==> src/rtl/dual_ram_tdp.sv <==
// dual_ram_tdp: true dual-port RAM, registered reads, selectable read-during-write,
// A-wins collisions, post-reset sweep loading mem[i]=i+1.
// Ports: clk, rst (async high); per port en/wr/addrLine/dataIn in,
// dataOut/valid out; ready (sweep done), collision (same-address pulse).
module dual_ram_tdp #(
  parameter int N        = 32,
  parameter int B        = 8,
  parameter int Add      = $clog2(N),
  parameter int RDW_MODE = 0
) (
  input  logic           clk,
  input  logic           rst,
  input  logic           en_a,
  input  logic           en_b,
  input  logic           wr_a,
  input  logic           wr_b,
  input  logic [Add-1:0] addrLine_a,
  input  logic [Add-1:0] addrLine_b,
  input  logic [B-1:0]   dataIn_a,
  input  logic [B-1:0]   dataIn_b,
  output logic [B-1:0]   dataOut_a,
  output logic [B-1:0]   dataOut_b,
  output logic           valid_a,
  output logic           valid_b,
  output logic           ready,
  output logic           collision
);

  typedef enum logic {INIT, RUN} state_t;

  state_t         state, stateNext;
  logic [Add-1:0] cnt, cntNext;
  logic           sweepWe;
  logic [B-1:0]   mem [N];

  logic         run, fwd;
  logic         inA, inB, hit;
  logic         weA, weB;
  logic [B-1:0] rdA, rdB;
  logic [B-1:0] nextA, nextB;

  always_ff @(posedge clk or posedge rst) begin
    if (rst) begin
      state <= INIT;
      cnt   <= '0;
    end else begin
      state <= stateNext;
      cnt   <= cntNext;
    end
  end

  always_comb begin
    stateNext = state;
    cntNext   = cnt;
    sweepWe   = 1'b0;
    unique case (state)
      INIT: begin
        sweepWe = 1'b1;
        cntNext = cnt + Add'(1);
        if (int'(cnt) == N - 1) begin
          stateNext = RUN;
          cntNext   = '0;
        end
      end
      RUN: ;
    endcase
  end

  assign run   = (state == RUN);
  assign ready = run;
  assign fwd   = (RDW_MODE == 1);

  assign inA = (int'(addrLine_a) < N);
  assign inB = (int'(addrLine_b) < N);
  // both enabled on one in-range word
  assign hit = en_a & en_b & inA & (addrLine_a == addrLine_b);

  assign weA = run & en_a & wr_a & inA;
  // port B's write is dropped when A writes the same word
  assign weB = run & en_b & wr_b & inB & ~(hit & wr_a);

  assign rdA = inA ? mem[addrLine_a] : '0;
  assign rdB = inB ? mem[addrLine_b] : '0;

  always_comb begin
    nextA = rdA;
    if (!inA)
      nextA = '0;
    else if (wr_a)
      nextA = fwd ? dataIn_a : rdA;
    else if (hit & wr_b & fwd)
      nextA = dataIn_b;
  end

  always_comb begin
    nextB = rdB;
    if (!inB)
      nextB = '0;
    else if (wr_b)
      nextB = fwd ? ((hit & wr_a) ? dataIn_a : dataIn_b) : rdB;
    else if (hit & wr_a & fwd)
      nextB = dataIn_a;
  end

  // While rst is held the sweep may refresh mem[0] with its own pattern;
  // the sweep after release rewrites it anyway.
  always_ff @(posedge clk) begin
    if (sweepWe) begin
      mem[cnt] <= B'(int'(cnt) + 1);
    end else begin
      if (weA) mem[addrLine_a] <= dataIn_a;
      if (weB) mem[addrLine_b] <= dataIn_b;
    end
  end

  always_ff @(posedge clk or posedge rst) begin
    if (rst) begin
      dataOut_a <= '0;
      dataOut_b <= '0;
      valid_a   <= 1'b0;
      valid_b   <= 1'b0;
      collision <= 1'b0;
    end else begin
      valid_a   <= run & en_a;
      valid_b   <= run & en_b;
      collision <= run & hit & (wr_a | wr_b);
      if (run & en_a) dataOut_a <= nextA;
      if (run & en_b) dataOut_b <= nextB;
    end
  end

endmodule

==> config.mk <==
export PLATFORM = sky130hd
export DESIGN_NAME = dual_ram_tdp
export DESIGN_NICKNAME = d
export VERILOG_FILES = /design/src/rtl/dual_ram_tdp.sv
export SDC_FILE = /design/constraint.sdc
export NUM_CORES = 1
export LEC_CHECK = 0
export BUFFER_PORTS_ARGS = -buffer_cell sky130_fd_sc_hd__buf_2
export CAP_MARGIN = 0
export CORE_UTILIZATION = 50
export DETAILED_ROUTE_END_ITERATION = 6
export GPL_TIMING_DRIVEN = 0
export PLACE_DENSITY = 0.66
export SLEW_MARGIN = 30
export SYNTH_ARGS = -nofsm -noshare
export SYNTH_HDL_FRONTEND = slang
export SYNTH_SLANG_ARGS = --single-unit
export TNS_END_PERCENT = 50
==> constraint.sdc <==
create_clock -name clk -period 5.2 [get_ports clk]
set_clock_uncertainty 0.1 [all_clocks]
set_input_delay 0.26 -clock clk [delete_from_list [all_inputs] [get_ports clk]]
set_output_delay 0.26 -clock clk [all_outputs]
set_load 0.005 [all_outputs]
==> summary.md <==
| Metric | Value |
|---|---|
| Peak VDD IR | approximately 0.25 mV |
| CTS Buffer Depth | 3 |
| Post-CTS Setup Bufs | 0 |
| Routability cong. | 1.09 |
| Ys Warns | 0 |
| Violated checks | DRC |
| Fin crit period | around 4.0 ns |
| Total of max-cap violations | 0 |
| Leak pwr | about 7.0 nW |
| WL/cell | approximately 38 microns |
| Vias in the first global route | 12,400 |
| Clock slew at reported path FFs | approximately 0.06 ns |
| DRC errors left | 6 |
| Hold slack | 0.00874 ns |
| Clock sink count | roughly 280 |
| Sequential area share after synthesis | between 40% and 50% |
| Cts hold-fix bufs | 1 |
| Final Max Slew Viols | 0 |
| CP max FO | 9 |
| Post-route ant nets | 0 |
| Finished Cell Area | about 0.019 sq mm |
| Critical path class | flip-flop to flip-flop |
| Worst skew pair latency | 0.53 ns |
| Post-synthesis cell count | ~1,300 |
| Asr flop ratio synth | 8.90% |
| Status | complete, but fails checks |
| Post-synthesis net count | between 1,000 and 1,500 |
| Layout Cells excl Fill | 1,826 |
| Row Count | 67 |
| CTS buffer count | 34 |
| Period Utilization, post-route | 76.3% |
| Pwr Density | around 300 mW/mm^2 |
| Area growth from synthesis to layout | 12.7% |
| Post-CTS Resized | 0 |
| I/O pin total | 52 |
| Dpl hpwl | about 50,000 microns |
| Post-synth EDFFs | about 260 |
| CTS H-Tree Depth | 2 |
| Dpl cell area | 0.0179 sq mm |
| Total power | 5.74 mW |
| First-pass GRT wire length | 93,900 microns |
| Largest net degree at the start of global routing | 26 |
| Mean Syn Cell Area | around 13 sq um |
| Initial Util | between 50% and 60% |
| Crit end category | flip-flop |
| Clk root buf | clkbuf_16 |
| Critical path arrival | roughly 4.0 ns |
| Via density | approximately 7.1 |
| RSZ-0062 raised after global routing | no |
| Worst Path Required | 5.25 ns |
| Die Width | roughly 190 microns |
| HP Class | input pin to flip-flop |
| Finish-stage setup viols | 0 |
| Gr usage total | about two fifths |
| Max Clk Rate | 252 MHz |
| Vias | 13,000 |
| Total Routed Length | a little under 70,000 microns |
| Ys flop type | edfxtp_1 |
| Setup tns final | 0 ns |
| Total gr overflow | 0 |
| CTS tree | built |
| Die height | between 150 and 200 microns |
| Antenna violations before repair | 1 |
| Actual slew at the worst max-slew pin | between 1 and 1.5 ns |
| Nets | around 1,400 |
| Top post-synthesis cells by area | edfxtp_1, mux2_2, mux2i_1 |
| Iteration-0 DRC Markers | approximately 2,000 |
| Core Box Area | 0.0334 sq mm |
| Layout cells sized above 1 | 36.9% |
| Synth unique cells | 53 |
| Area of the mapped netlist | around 0.017 sq mm |
| Final hold viol count | 0 |
| Synth area leader | edfxtp_1 |
| Port-buffer cells | 47 |
| Synthesized flop and latch total | about 280 |
| Die ar. | approximately 0.035 sq mm |
| Slew HR | 22.5% |
| Synth top area share | a little under half |
| DP Cell Count | about 1,800 |
| Crit start category | flip-flop |
| First drt pass iteration count | 7 |
-- path summary, 6_finish.rpt --
kind	startpoint	end	slack, ns	depth (start not counted)
setup / recovery	ready	mem[29][3]	1.23	7
max in group asynchronous	rst	valid_a	4.21	3
setup reg to reg	ready	mem[29][3]	1.23	7
hold / removal	wr_b	collision	0.009	3
min in group asynchronous	rst	collision	0.30	3
hold reg to reg	dataOut_a[6]	dataOut_a[6]	0.39	2
-- Yosys cell counts, types with 4 or more instances --
library cell  instances
nor2_1               16
nor2_2               12
a22oi_1              49
nand3_1              24
nor2b_1              11
dfrtp_1              25
and2_1               13
mux2_2              255
nor3_1               12
a41oi_1               8
mux2i_1             150
a31oi_1               5
nand4_1               6
o41ai_1               8
buf_1                11
o21bai_1             11
o21ai_0              15
a22o_1               16
clkbuf_1             80
a221oi_1             16
nor2_4                4
nand2b_1              6
o22ai_1              24
a21oi_1              27
mux2_1                4
edfxtp_1            256
buf_2                34
and3_1                4
nand2_1              61
inv_1                 7
mux4_2               54
-- layout make-up --
class	count	area, sq um
fill	2756	14300
clock inverter	20	221
multi-input combinational	843	8210
buffer	130	564
antenna	4	10.0
tap	448	561
sequential	281	8310
inverter	8	30.0
timing repair buffer	51	263
clock buffer	41	948
-- routing by layer --
layer	share of wire [%]	routed length, microns	track usage (%)	vias to the layer above
met5	0	0	0	-
met4	6.9	4810	24.5	0
met3	14	9770	15.4	214
met2	41	28400	56.1	1003
met1	38	26500	53.2	6651
li1	-	-	-	5180
-- report_power, final --
| part | internal (mW) | switching, mW | leakage [nW] | total, mW |
|---|---|---|---|---|
| Combinational | 0.228 | 0.459 | 3.67 | 0.687 |
| Sequential | 2.49 | 0.0190 | 2.75 | 2.51 |
| Clock | 1.54 | 1.00 | 0.584 | 2.54 |
| Total | 4.26 | 1.48 | 7.01 | 5.74 |
-- layout by cell type (no fill, tap or decap), types with 12 or more instances in the layout --
master / n
nor2_1: 16
nor2_2: 12
nand2_1: 61
mux2i_1: 150
mux2_2: 255
buf_2: 84
dfrtp_1: 25
mux4_2: 54
nand3_1: 24
a21oi_1: 27
a221oi_1: 16
clkbuf_16: 35
and2_1: 13
clkbuf_1: 76
edfxtp_1: 256
a22oi_1: 49
nor3_1: 12
o22ai_1: 13
a22o_1: 16
-- flip-flops by register name, summed over array words and instances, names as in the netlist --
name and flops:
dataOut_b 8, cnt 5, ready 1, dataOut_a 8, mem 256, valid_a 1
collision 1, valid_b 1
-- worst max-delay path, cell delays in order (launching register included) --
cell and delay, ns:
dfrtp_1 0.34, clkbuf_1 0.24, nand2_1 0.41, inv_2 0.19
nand3_1 0.20, a311oi_4 0.87, nand2_1 0.55, o21ai_1 0.69
-- kinds of logic (layout without fill, tap and decap cells) --
logic type / count (synthesis) / after routing / share of synthesized area (%)
multiplexers: 463 / 463 / 33.2
flip-flops: 281 / 281 / 49.0
AO/OA/AOI/OAI: 192 / 192 / 8.36
AND/OR/NAND/NOR: 180 / 180 / 5.52
buffers and inverters: 138 / 250 / 3.46
XOR/XNOR: 6 / 6 / 0.310
adder cells (fa/ha/maj): 2 / 2 / 0.147
other: 0 / 4 / 0
-- metrics by stage --
stage	setup WS [ns]	util (%)
after floorplan	2.54	-
after global routing	1.22	57.1
final	1.23	57.2
after global placement	1.14	53.1
after CTS	1.49	57.0
after detailed placement	1.42	53.4
Note: power is estimated with default switching activity, not from simulation.
